## src/rtl/matrix_bram_loader_pkg.sv

```systemverilog
// ---------------------------------------------------------------------------
// matrix_bram_loader_pkg
// Shared definitions for the matrix BRAM loader and anything that needs to
// decode its behaviour (benches, neighbouring blocks).
//   LANES / TOTAL / BEATS : geometry for the default 4x4, 8-bit, 32-bit port
//   loader_state_e        : loader FSM state encoding
//   ceil_div()            : integer ceiling division used for beat counts
// Optional feature macro handled by the loader: LOADER_LEN_CHECK_EN
// ---------------------------------------------------------------------------
package matrix_bram_loader_pkg;

  localparam int DEFAULT_ROWS      = 4;
  localparam int DEFAULT_COLS      = 4;
  localparam int DEFAULT_WORD_SIZE = 8;
  localparam int DEFAULT_MEM_WIDTH = 32;

  // Elements per BRAM word, elements per full load, BRAM words per load.
  localparam int LANES = DEFAULT_MEM_WIDTH / DEFAULT_WORD_SIZE;
  localparam int TOTAL = 2 * DEFAULT_ROWS * DEFAULT_COLS;
  localparam int BEATS = (TOTAL + LANES - 1) / LANES;

  typedef enum logic [1:0] {
    ST_IDLE  = 2'd0,
    ST_FILL  = 2'd1,
    ST_FLUSH = 2'd2,
    ST_READY = 2'd3
  } loader_state_e;

  function automatic int ceil_div(input int num, input int den);
    return (num + den - 1) / den;
  endfunction

endpackage

```

## src/rtl/matrix_bram_loader_word_packer.sv

```systemverilog
// ---------------------------------------------------------------------------
// matrix_bram_loader_word_packer
// Accumulates WORD_SIZE elements into MEM_PORT_WIDTH words and issues one
// registered BRAM write per completed (or flushed) word.
//   clk, rst        : clock, async active-high reset
//   clear           : restart packing, rewind address to BASE_ADDR
//   push/push_data  : one element into the next free lane
//   flush           : write out a partially filled word (upper lanes zero)
//   pending         : at least one lane of the current word is filled
//   mem_wr_en/mem_wr_data/mem_addr : registered BRAM write port
// ---------------------------------------------------------------------------
module matrix_bram_loader_word_packer #(
  parameter int          WORD_SIZE      = 8,
  parameter int          MEM_PORT_WIDTH = 32,
  parameter logic [31:0] BASE_ADDR      = 32'd0
) (
  input  logic                      clk,
  input  logic                      rst,
  input  logic                      clear,
  input  logic                      push,
  input  logic [WORD_SIZE-1:0]      push_data,
  input  logic                      flush,
  output logic                      pending,
  output logic                      mem_wr_en,
  output logic [MEM_PORT_WIDTH-1:0] mem_wr_data,
  output logic [31:0]               mem_addr
);

  localparam int NUM_LANES = MEM_PORT_WIDTH / WORD_SIZE;
  localparam int LANE_W    = (NUM_LANES > 1) ? $clog2(NUM_LANES) : 1;

  logic [LANE_W-1:0]         lane_q, lane_d;
  logic [MEM_PORT_WIDTH-1:0] acc_q, acc_d;
  logic                      wr_en_q, wr_en_d;
  logic [MEM_PORT_WIDTH-1:0] wr_data_q, wr_data_d;
  logic [31:0]               addr_q, addr_d;
  logic [MEM_PORT_WIDTH-1:0] merged;
  logic                      last_lane;

  assign last_lane   = (lane_q == LANE_W'(NUM_LANES - 1));
  assign pending     = (lane_q != '0);
  assign mem_wr_en   = wr_en_q;
  assign mem_wr_data = wr_data_q;
  assign mem_addr    = addr_q;

  // The accumulator and the write register are separate, so the word being
  // written never blocks the next element: that is the double buffer that
  // lets s_ready stay high through the write cycle. The accumulator is
  // zeroed after every word, which is what zero-fills flushed upper lanes.
  always_comb begin
    merged = acc_q;
    merged[lane_q*WORD_SIZE +: WORD_SIZE] = push_data;

    lane_d    = lane_q;
    acc_d     = acc_q;
    wr_en_d   = 1'b0;
    wr_data_d = wr_data_q;
    // The address advances only after the cycle that presented the write.
    addr_d    = wr_en_q ? (addr_q + 32'd1) : addr_q;

    if (clear) begin
      lane_d = '0;
      acc_d  = '0;
      addr_d = BASE_ADDR;
    end else if (push) begin
      if (last_lane) begin
        wr_en_d   = 1'b1;
        wr_data_d = merged;
        acc_d     = '0;
        lane_d    = '0;
      end else begin
        acc_d  = merged;
        lane_d = lane_q + LANE_W'(1);
      end
    end else if (flush && pending) begin
      wr_en_d   = 1'b1;
      wr_data_d = acc_q;
      acc_d     = '0;
      lane_d    = '0;
    end
  end

  always_ff @(posedge clk or posedge rst) begin
    if (rst) begin
      lane_q    <= '0;
      acc_q     <= '0;
      wr_en_q   <= 1'b0;
      wr_data_q <= '0;
      addr_q    <= BASE_ADDR;
    end else begin
      lane_q    <= lane_d;
      acc_q     <= acc_d;
      wr_en_q   <= wr_en_d;
      wr_data_q <= wr_data_d;
      addr_q    <= addr_d;
    end
  end

endmodule

```

## src/rtl/matrix_bram_loader.sv

```systemverilog
// ---------------------------------------------------------------------------
// matrix_bram_loader
// Streams the weight (top) matrix then the input (left) matrix, row-major,
// into the systolic top's input BRAM, packed LANES elements per word at
// consecutive addresses from BASE_ADDR, then raises inputs_rdy until
// matmul_ack.
//   clk, rst                 : clock, async active-high reset
//   load_start               : start a load (only honoured in IDLE)
//   s_valid/s_data/s_ready   : element stream handshake
//   mem_addr/mem_wr_en/mem_wr_data : BRAM write port
//   inputs_rdy / matmul_ack  : hand-off to the systolic top
//   busy                     : high whenever not IDLE
// Optional: define LOADER_LEN_CHECK_EN to add s_last (in) and len_err (out).
// An early s_last zero-pads the rest of the load; a missing s_last on the
// final element is also flagged. len_err is sticky until the next load.
// ---------------------------------------------------------------------------
module matrix_bram_loader
  import matrix_bram_loader_pkg::*;
#(
  parameter int          ROWS           = 4,
  parameter int          COLS           = 4,
  parameter int          WORD_SIZE      = 8,
  parameter int          MEM_PORT_WIDTH = 32,
  parameter logic [31:0] BASE_ADDR      = 32'd0
) (
  input  logic                      clk,
  input  logic                      rst,
  input  logic                      load_start,
  input  logic                      s_valid,
  input  logic [WORD_SIZE-1:0]      s_data,
  output logic                      s_ready,
  output logic [31:0]               mem_addr,
  output logic                      mem_wr_en,
  output logic [MEM_PORT_WIDTH-1:0] mem_wr_data,
  output logic                      inputs_rdy,
  input  logic                      matmul_ack,
  output logic                      busy
`ifdef LOADER_LEN_CHECK_EN
  ,
  input  logic                      s_last,
  output logic                      len_err
`endif
);

  localparam int NUM_ELEMS = 2 * ROWS * COLS;
  localparam int CNT_W     = (NUM_ELEMS > 1) ? $clog2(NUM_ELEMS) : 1;

  loader_state_e        state_q, state_d;
  logic [CNT_W-1:0]     elem_cnt_q, elem_cnt_d;
  logic                 last_elem;
  logic                 accept;
  logic                 pk_clear;
  logic                 pk_push;
  logic [WORD_SIZE-1:0] pk_data;
  logic                 pk_flush;
  logic                 pk_pending;

`ifdef LOADER_LEN_CHECK_EN
  logic pad_q, pad_d;
  logic len_err_q, len_err_d;
  assign len_err = len_err_q;
`endif

  assign last_elem = (elem_cnt_q == CNT_W'(NUM_ELEMS - 1));

  matrix_bram_loader_word_packer #(
    .WORD_SIZE      (WORD_SIZE),
    .MEM_PORT_WIDTH (MEM_PORT_WIDTH),
    .BASE_ADDR      (BASE_ADDR)
  ) u_packer (
    .clk         (clk),
    .rst         (rst),
    .clear       (pk_clear),
    .push        (pk_push),
    .push_data   (pk_data),
    .flush       (pk_flush),
    .pending     (pk_pending),
    .mem_wr_en   (mem_wr_en),
    .mem_wr_data (mem_wr_data),
    .mem_addr    (mem_addr)
  );

  // Next-state and handshake decode. FLUSH leaves only once no lanes are
  // pending and the final word is on the write port, so READY never
  // precedes the last BRAM write.
  always_comb begin
    state_d    = state_q;
    elem_cnt_d = elem_cnt_q;
    s_ready    = 1'b0;
    inputs_rdy = 1'b0;
    busy       = (state_q != ST_IDLE);
    pk_clear   = 1'b0;
    pk_push    = 1'b0;
    pk_data    = s_data;
    pk_flush   = 1'b0;
    accept     = 1'b0;
`ifdef LOADER_LEN_CHECK_EN
    pad_d      = pad_q;
    len_err_d  = len_err_q;
`endif

    case (state_q)
      ST_IDLE: begin
        if (load_start) begin
          state_d    = ST_FILL;
          elem_cnt_d = '0;
          pk_clear   = 1'b1;
`ifdef LOADER_LEN_CHECK_EN
          pad_d      = 1'b0;
          len_err_d  = 1'b0;
`endif
        end
      end

      ST_FILL: begin
`ifdef LOADER_LEN_CHECK_EN
        // While padding after an early s_last the stream is closed and a
        // zero element is pushed every cycle until the count completes.
        s_ready = !pad_q;
        if (pad_q) begin
          accept  = 1'b1;
          pk_data = '0;
        end else if (s_valid) begin
          accept = 1'b1;
          if (s_last && !last_elem) begin
            pad_d     = 1'b1;
            len_err_d = 1'b1;
          end
          if (!s_last && last_elem) begin
            len_err_d = 1'b1;
          end
        end
`else
        s_ready = 1'b1;
        accept  = s_valid;
`endif
        if (accept) begin
          pk_push    = 1'b1;
          elem_cnt_d = elem_cnt_q + CNT_W'(1);
          if (last_elem) begin
            state_d = ST_FLUSH;
          end
        end
      end

      ST_FLUSH: begin
        pk_flush = pk_pending;
        if (!pk_pending && mem_wr_en) begin
          state_d = ST_READY;
        end
      end

      ST_READY: begin
        inputs_rdy = 1'b1;
        if (matmul_ack) begin
          state_d = ST_IDLE;
        end
      end

      default: state_d = ST_IDLE;
    endcase
  end

  always_ff @(posedge clk or posedge rst) begin
    if (rst) begin
      state_q    <= ST_IDLE;
      elem_cnt_q <= '0;
`ifdef LOADER_LEN_CHECK_EN
      pad_q      <= 1'b0;
      len_err_q  <= 1'b0;
`endif
    end else begin
      state_q    <= state_d;
      elem_cnt_q <= elem_cnt_d;
`ifdef LOADER_LEN_CHECK_EN
      pad_q      <= pad_d;
      len_err_q  <= len_err_d;
`endif
    end
  end

endmodule

```

## config.mk

```make
export PLATFORM = sky130hd
export DESIGN_NAME = matrix_bram_loader
export DESIGN_NICKNAME = d
export VERILOG_FILES = /design/src/rtl/matrix_bram_loader_pkg.sv /design/src/rtl/matrix_bram_loader_word_packer.sv /design/src/rtl/matrix_bram_loader.sv
export SDC_FILE = /design/constraint.sdc
export NUM_CORES = 1
export LEC_CHECK = 0
export ABC_AREA = 1
export CAP_MARGIN = 30
export CORE_MARGIN = 4
export CORE_UTILIZATION = 55
export DETAILED_ROUTE_END_ITERATION = 7
export PLACE_DENSITY_LB_ADDON = 0.2
export SYNTH_ARGS = -nofsm -noshare
export SYNTH_HDL_FRONTEND = slang
export SYNTH_SLANG_ARGS = --single-unit
```

## constraint.sdc

```tcl
create_clock -name clk -period 4.3 [get_ports clk]
set_input_delay 1.075 -clock clk [delete_from_list [all_inputs] [get_ports clk]]
set_output_delay 1.075 -clock clk [all_outputs]
set_load 0.01 [all_outputs]
```

==> summary.md, run 1 <==
| Metric | Value |
|---|---|
| Psw | `1330 uW` |
| Status | `finished clean` |
| Register area share after synthesis | `0.473` |
| Max-slew headroom | `0.463` |
| First-pass GRT wire length | `23700 um` |
| Worst skew pair latency | `370 ps` |
| Diode count | `0` |
| Core Box Area | `9860 um2` |
| HPWL Detailed | `9980 um` |
| Syn nets | `761` |
| Drc violations | `0` |
| Vias per cell | `5.50` |
| Mean area per synthesized cell | `7.62 um2` |
| DRT iter0 DRCs | `357` |
| Die height | `109 um` |
| GR Util All Layers | `0.252` |
| Setup bufs post-CTS | `0` |
| Fin crit period | `2840 ps` |
| Post-CTS Resized | `0` |
| Hold-fix buffers, CTS | `0` |
| Least-Margin Pin Slew | `804 ps` |
| Synth Instances | `735` |
| Power Density | `504 nW/um2` |
| Fill cells | `848` |
| Hold Path Class | `flop to flop` |
| Yosys top cell area share | `0.473` |
| Fin. Hold Viols | `0` |
| Largest net degree at the start of global routing | `64` |
| CTS tree | `done` |
| Leading area contributor after synthesis | `dfrtp_1` |
| Worst setup SP type | `flop` |
| Clock Power Share | `0.201` |
| VDD IR max | `0.293 mV` |
| Setup TNS | `0 ps` |
| Ranking of synthesized cells by area | `dfrtp_1 (47%), nand2_1 (13%), inv_1 (6.2%), o21ai_0 (6.0%), nor2_1 (5.4%)` |
| Buf+Inv Stages, Crit Path | `3` |
| Placer Congestion | `0.892` |
| Final cell count without fillers | `941` |
| Rows | `36` |
| Layout Nets | `830` |
| Total CTS buffers | `9` |
| Final Max Slew Viols | `0` |
| CP cell instances | `inv_1 > ha_1 > inv_1 > nand2_1 > nand2_1 > nand3_4 > inv_1 > o21ai_0 > o21ai_0` |
| Crit Path Max Fanout | `62` |
| Total wire length | `14000 um` |
| Top cell by count, worst path | `inv_1` |
| Antenna viol nets, final | `0` |
| Yosys warning count | `0` |
| Sw Ratio | `0.394` |
| Static Leak | `0.00306 uW` |
| Unrepaired setup endpoints after global routing | `no` |
| Crit Path Class | `flop to flop` |
| Total number of vias | `5174` |
| I/O Buffers | `80` |
| Wire per inst | `14.9 um` |
| CTS root buf | `clkbuf_8` |
| Fmax achieved | `0.352 GHz` |
| H-tree lvl count | `3` |
| CP endpoint kind | `flop` |
| Max Cap Viol | `0` |
| Post-Syn Area | `5600 um2` |
| Crit-path max cell delay | `610 ps` |
| Overall die area | `11900 um2` |
| Crit share post-route | `0.661` |
| Die width | `109 um` |
| Register area | `2650 um2` |
| Initial core utilization | `0.568` |
| Crit-path slowest cell | `dfrtp_1` |
| Clk sinks | `106` |
| Combinational power share | `0.401` |
| Critical Path RT | `4600 ps` |
| IO Pins | `81` |
| 1st-pass router iterations | `5` |
| Multi-input gate area | `2420 um2` |
| Top delay family on crit path | `buffers and inverters` |
| Share of cells above drive strength 1 | `0.0384` |
| Pint | `2040 uW` |
| Placed Instances | `926` |
| Initial antenna violation count | `0` |
| Yosys cell types | `31` |
| Vias in the first global route | `5093` |
| Area added between synthesis and finish | `19.3%` |
| Final Skew | `12.9 ps` |
| Seq pwr share | `0.397` |
| Arr. time, crit path | `3140 ps` |
| CTS clock-pin slew for the worst setup and hold paths | `90 ps` |
| Bufs on Longest Clock Path | `2` |
| Yosys reg bits | `106` |
| Gr ovfl total | `0` |
| Final setup violation count | `0` |
[state kept, by name (all words and copies together), names as in the netlist]
register	cells
u_packer.acc_q	32
u_packer.mem_addr	32
u_packer.mem_wr_data	32
elem_cnt_q	5
state_q	2
u_packer.lane_q	2
u_packer.mem_wr_en	1
[worst min-delay path, cell delays in order (launching register included)]
cell and delay (ps):
dfrtp_1 350, nand2_1 60, nand2_1 50
[final timing paths]
| path | start | end | slack, ps | depth (start not counted) |
|---|---|---|---|---|
| setup / recovery | u_packer.lane_q[0] | u_packer.mem_wr_data[29] | 1460 | 9 |
| hold / removal | u_packer.mem_wr_data[22] | u_packer.mem_wr_data[22] | 490 | 2 |
| setup reg to reg | u_packer.lane_q[0] | u_packer.mem_wr_data[29] | 1460 | 9 |
| hold reg to reg | u_packer.mem_wr_data[22] | u_packer.mem_wr_data[22] | 490 | 2 |
| max in group asynchronous | rst | u_packer.mem_wr_data[3] | 2660 | 3 |
| min in group asynchronous | rst | u_packer.mem_addr[26] | 1040 | 2 |
[cells in the final DEF (no fill, tap or decap)]
cell,instances
nand2_1,193
dfrtp_1,106
inv_1,92
nor2_1,81
clkdlybuf4s50_1,80
o21ai_0,67
a21oi_1,47
o22ai_1,32
nand3_1,29
clkbuf_8,14
ha_1,13
nand4_1,11
o21ai_1,7
nor3_1,6
buf_4,5
nor3b_1,4
o21ai_2,4
nand2_2,2
o211ai_1,2
a32o_1,2
clkinv_1,1
a31oi_1,1
or2_4,1
nor2_4,1
nand3_4,1
inv_4,1
o32ai_1,1
xnor2_1,1
a211oi_1,1
bufinv_16,1
buf_16,1
[cell usage after synthesis (all sizes together)]
library cell    n
a211oi          1
ha             13
o21ai          78
nor3b           4
clkinv          1
nand3          30
o32ai           1
buf            17
nand2         195
nor3            6
a32o            2
nor2           82
clkbuf         11
dfrtp         106
xnor2           1
o211ai          2
nand4          11
a21oi          47
o22ai          32
a31oi           1
or2             1
inv            93
[per-layer routing]
layer,share of wire,global-route usage,vias to the layer above
li1,-,-,2519
met1,0.43,0.328,2469
met2,0.50,0.429,171
met3,0.057,0.0485,15
met4,0.013,0.0748,0
met5,0,0,-
[stage by stage]
step / worst slack, ps / hold slack [ps] / instance area, um2 / utilization / total power, uW
final: 1460 / 489 / 6690 / 0.678 / 3370
after global routing: 1200 / 518 / 6690 / 0.678 / 3600
after CTS: 1430 / 494 / 6690 / 0.678 / 3380
after detailed placement: 1170 / 469 / 6460 / 0.655 / 2710
after global placement: 1240 / 466 / 6430 / 0.652 / 2660
after floorplan: 436 / 471 / 5600 / - / 2200
[power by group through the flow]
| stage | combinational, uW | clock [uW] | sequential, uW |
|---|---|---|---|
| 2_1_floorplan | 833 | 0 | 1370 |
| 3_3_place_gp | 1310 | 0 | 1350 |
| 3_5_place_dp | 1350 | 0 | 1350 |
| 4_1_cts | 1360 | 689 | 1340 |
| 5_1_grt | 1510 | 733 | 1360 |
| 6_report | 1350 | 678 | 1340 |
[cell families after synthesis]
| family | count (synthesis) | synth area share |
|---|---|---|
| AOI/OAI and AO/OA | 164 | 0.160 |
| and+or+nand+nor | 329 | 0.241 |
| adders and majority gates | 13 | 0.0290 |
| DFF | 106 | 0.473 |
| xor gates and xnor gates | 1 | 0.00156 |
| buffers and inverters | 122 | 0.0944 |
[layout make-up]
type,count,area share
Timing Repair Buffer,86,0.130
Tap cell,133,0.0249
Sequential cell,106,0.397
Clock buffer,14,0.0288
Clock inverter,1,0.00449
Inverter,94,0.0532
Multi-Input combinational cell,507,0.362
Note: power is estimated with default switching activity, not from simulation.
==> run 2, diff against run 1 <==
Settings changed: CORE_UTILIZATION 55 to 50.
Clock period 4.3 ns to 2.34 ns, I/O delays scaled along.
==> run 2 against run 1 <==
  * Routed wire length down 0.20%
  * Worst setup slack worse by 1400 ps
  * Sequential share of layout area down 0.49 points
  * Die area up 9.3%
  * Via count up 1.0%
  * Clock skew up 5.1 ps
  * Non-clock buffer count up 7
  * Flip-flop and latch count unchanged
  * Core utilization down 5.6 points
==> summary.md, run 2 (synthesis results as in run 1) <==
| Metric | Value |
|---|---|
| Die width | `114 um` |
| Arr. time, crit path | `1720 ps` |
| Vias per cell | `5.47` |
| Fin crit period | `2300 ps` |
| Total number of vias | `5227` |
| Final Max Slew Viols | `0` |
| Final Skew | `17.9 ps` |
| Max-slew headroom | `0.625` |
| I/O Buffers | `80` |
| Antenna viol nets, final | `0` |
| Status | `finished clean` |
| Tot Pwr | `6280 uW` |
| DP Area | `6570 um2` |
| Area added between synthesis and finish | `20.8%` |
| DRT iter0 DRCs | `333` |
| Bufs on Longest Clock Path | `2` |
| CTS tree | `done` |
| CP endpoint kind | `output pin` |
| Vias in the first global route | `5053` |
| Share of cells above drive strength 1 | `0.0466` |
| Static Leak | `0.00308 uW` |
| Crit Path Class | `flop to output pin` |
| Total wire length | `14000 um` |
| HPWL Detailed | `9870 um` |
| Wire per inst | `14.6 um` |
| Most common cell after layout, fill and taps aside | `nand2_1` |
| Die height | `114 um` |
| CTS clock-pin slew for the worst setup and hold paths | `100 ps` |
| Layout Nets | `837` |
| Overall die area | `13000 um2` |
| Drc violations | `0` |
| Top delay family on crit path | `buffers and inverters` |
| Crit Path Max Fanout | `7` |
| Final core occ | `0.622` |
| CTS root buf | `clkbuf_8` |
| Unrepaired setup endpoints after global routing | `yes` |
| Hold Path Class | `flop to flop` |
| Least-Margin Pin Slew | `562 ps` |
| Total CTS buffers | `9` |
| Diode count | `0` |
| Critical Path RT | `1750 ps` |
| Crit-path slowest cell | `clkdlybuf4s50_1` |
| IO Pins | `81` |
| Buf+Inv Stages, Crit Path | `2` |
| Gr ovfl total | `0` |
| Placer Congestion | `1.01` |
| VDD IR max | `0.550 mV` |
| Finished Cell Area | `6770 um2` |
| Min Hold Slack | `489 ps` |
| Crit share post-route | `0.983` |
| Fin. Hold Viols | `0` |
| Worst setup SP type | `flop` |
| Core Box Area | `10900 um2` |
| Largest net degree at the start of global routing | `107` |
| GR Util All Layers | `0.223` |
| Power Density | `928 nW/um2` |
| CP cell instances | `inv_1 > ha_2 > clkdlybuf4s50_1` |
| Initial antenna violation count | `0` |
| Max Cap Viol | `0` |
| Worst skew pair latency | `370 ps` |
| Rows | `38` |
| Final setup violation count | `0` |
| Initial core utilization | `0.515` |
| H-tree lvl count | `3` |
| Clk sinks | `106` |
| First-pass GRT wire length | `23900 um` |
| 1st-pass router iterations | `5` |
| Most frequent cells in the layout | `nand2_1 (193), dfrtp_1 (105), inv_1 (92)` |
| Crit-path max cell delay | `560 ps` |
| Fmax achieved | `0.435 GHz` |
==> run 2: changes by cell type in the layout (fill, tap and decap cells not counted) <==
cell	delta
ha_2	+1
clkbuf_1	+3
inv_4	-1
dfrtp_1	-1
buf_4	+2
ha_1	-1
clkinvlp_4	+4
buf_12	+6
dfrtp_2	+1
clkbuf_8	-5
buf_16	-1
==> run 2: per-stage QoR <==
stage               setup TNS (ps)  worst slack (ps)  instances
floorplan                        0               481        735
CTS                              0              24.3        955
global route                 -90.5             -46.1        956
finish                           0              38.6        956
global placement                 0               235        938
detailed placement               0               227        938
==> run 2: what timing repair did <==
| action | CTS | global route |
|---|---|---|
| pin swaps | 0 | 0 |
| endpoints found under the setup margin | 2 | 9 |
| hold buffers | 0 | 0 |
| gates resized for setup | 1 | 1 |
| setup buffers | 1 | 1 |
==> run 2: worst min-delay path: stages (launching register included) <==
cell	delay [ps]
dfrtp_1	350
nand2_1	50
nand2_1	60
==> run 2: path summary, 6_finish.rpt <==
kind | from | to | slack [ps] | cells past startpoint
setup / recovery | state_q[1] | s_ready | 40 | 3
min in group asynchronous | rst | u_packer.mem_addr[2] | 710 | 3
hold / removal | u_packer.mem_wr_data[9] | u_packer.mem_wr_data[9] | 490 | 2
setup reg to reg | u_packer.lane_q[0] | u_packer.mem_wr_data[23] | 330 | 8
max in group asynchronous | rst | u_packer.lane_q[0] | 1180 | 3
hold reg to reg | u_packer.mem_wr_data[9] | u_packer.mem_wr_data[9] | 490 | 2
==> run 2: per-layer routing <==
layer | up-vias | share of wire | GRT usage | wire [um]
met2 | 167 | 0.47 | 0.369 | 6600
li1 | 2535 | - | - | -
met4 | 0 | 0.023 | 0.0800 | 323
met3 | 27 | 0.059 | 0.0324 | 825
met1 | 2498 | 0.45 | 0.300 | 6250
met5 | - | 0 | 0 | 0
==> run 2: where the power goes <==
group | leakage [uW] | internal [uW] | switching (uW)
logic | 0.00154 | 1110 | 1610
clock network | 0.0000828 | 497 | 627
registers | 0.00145 | 2180 | 257
total | 0.00308 | 3790 | 2490
==> run 2: area by class of cell <==
type / instances / area [um2]
inverter: 94 / 357
clock inverter: 4 / 52.6
timing repair buffer: 93 / 973
clock buffer: 12 / 135
fill: 976 / 4120
multi-input combinational: 507 / 2420
sequential: 106 / 2650
tap: 140 / 175
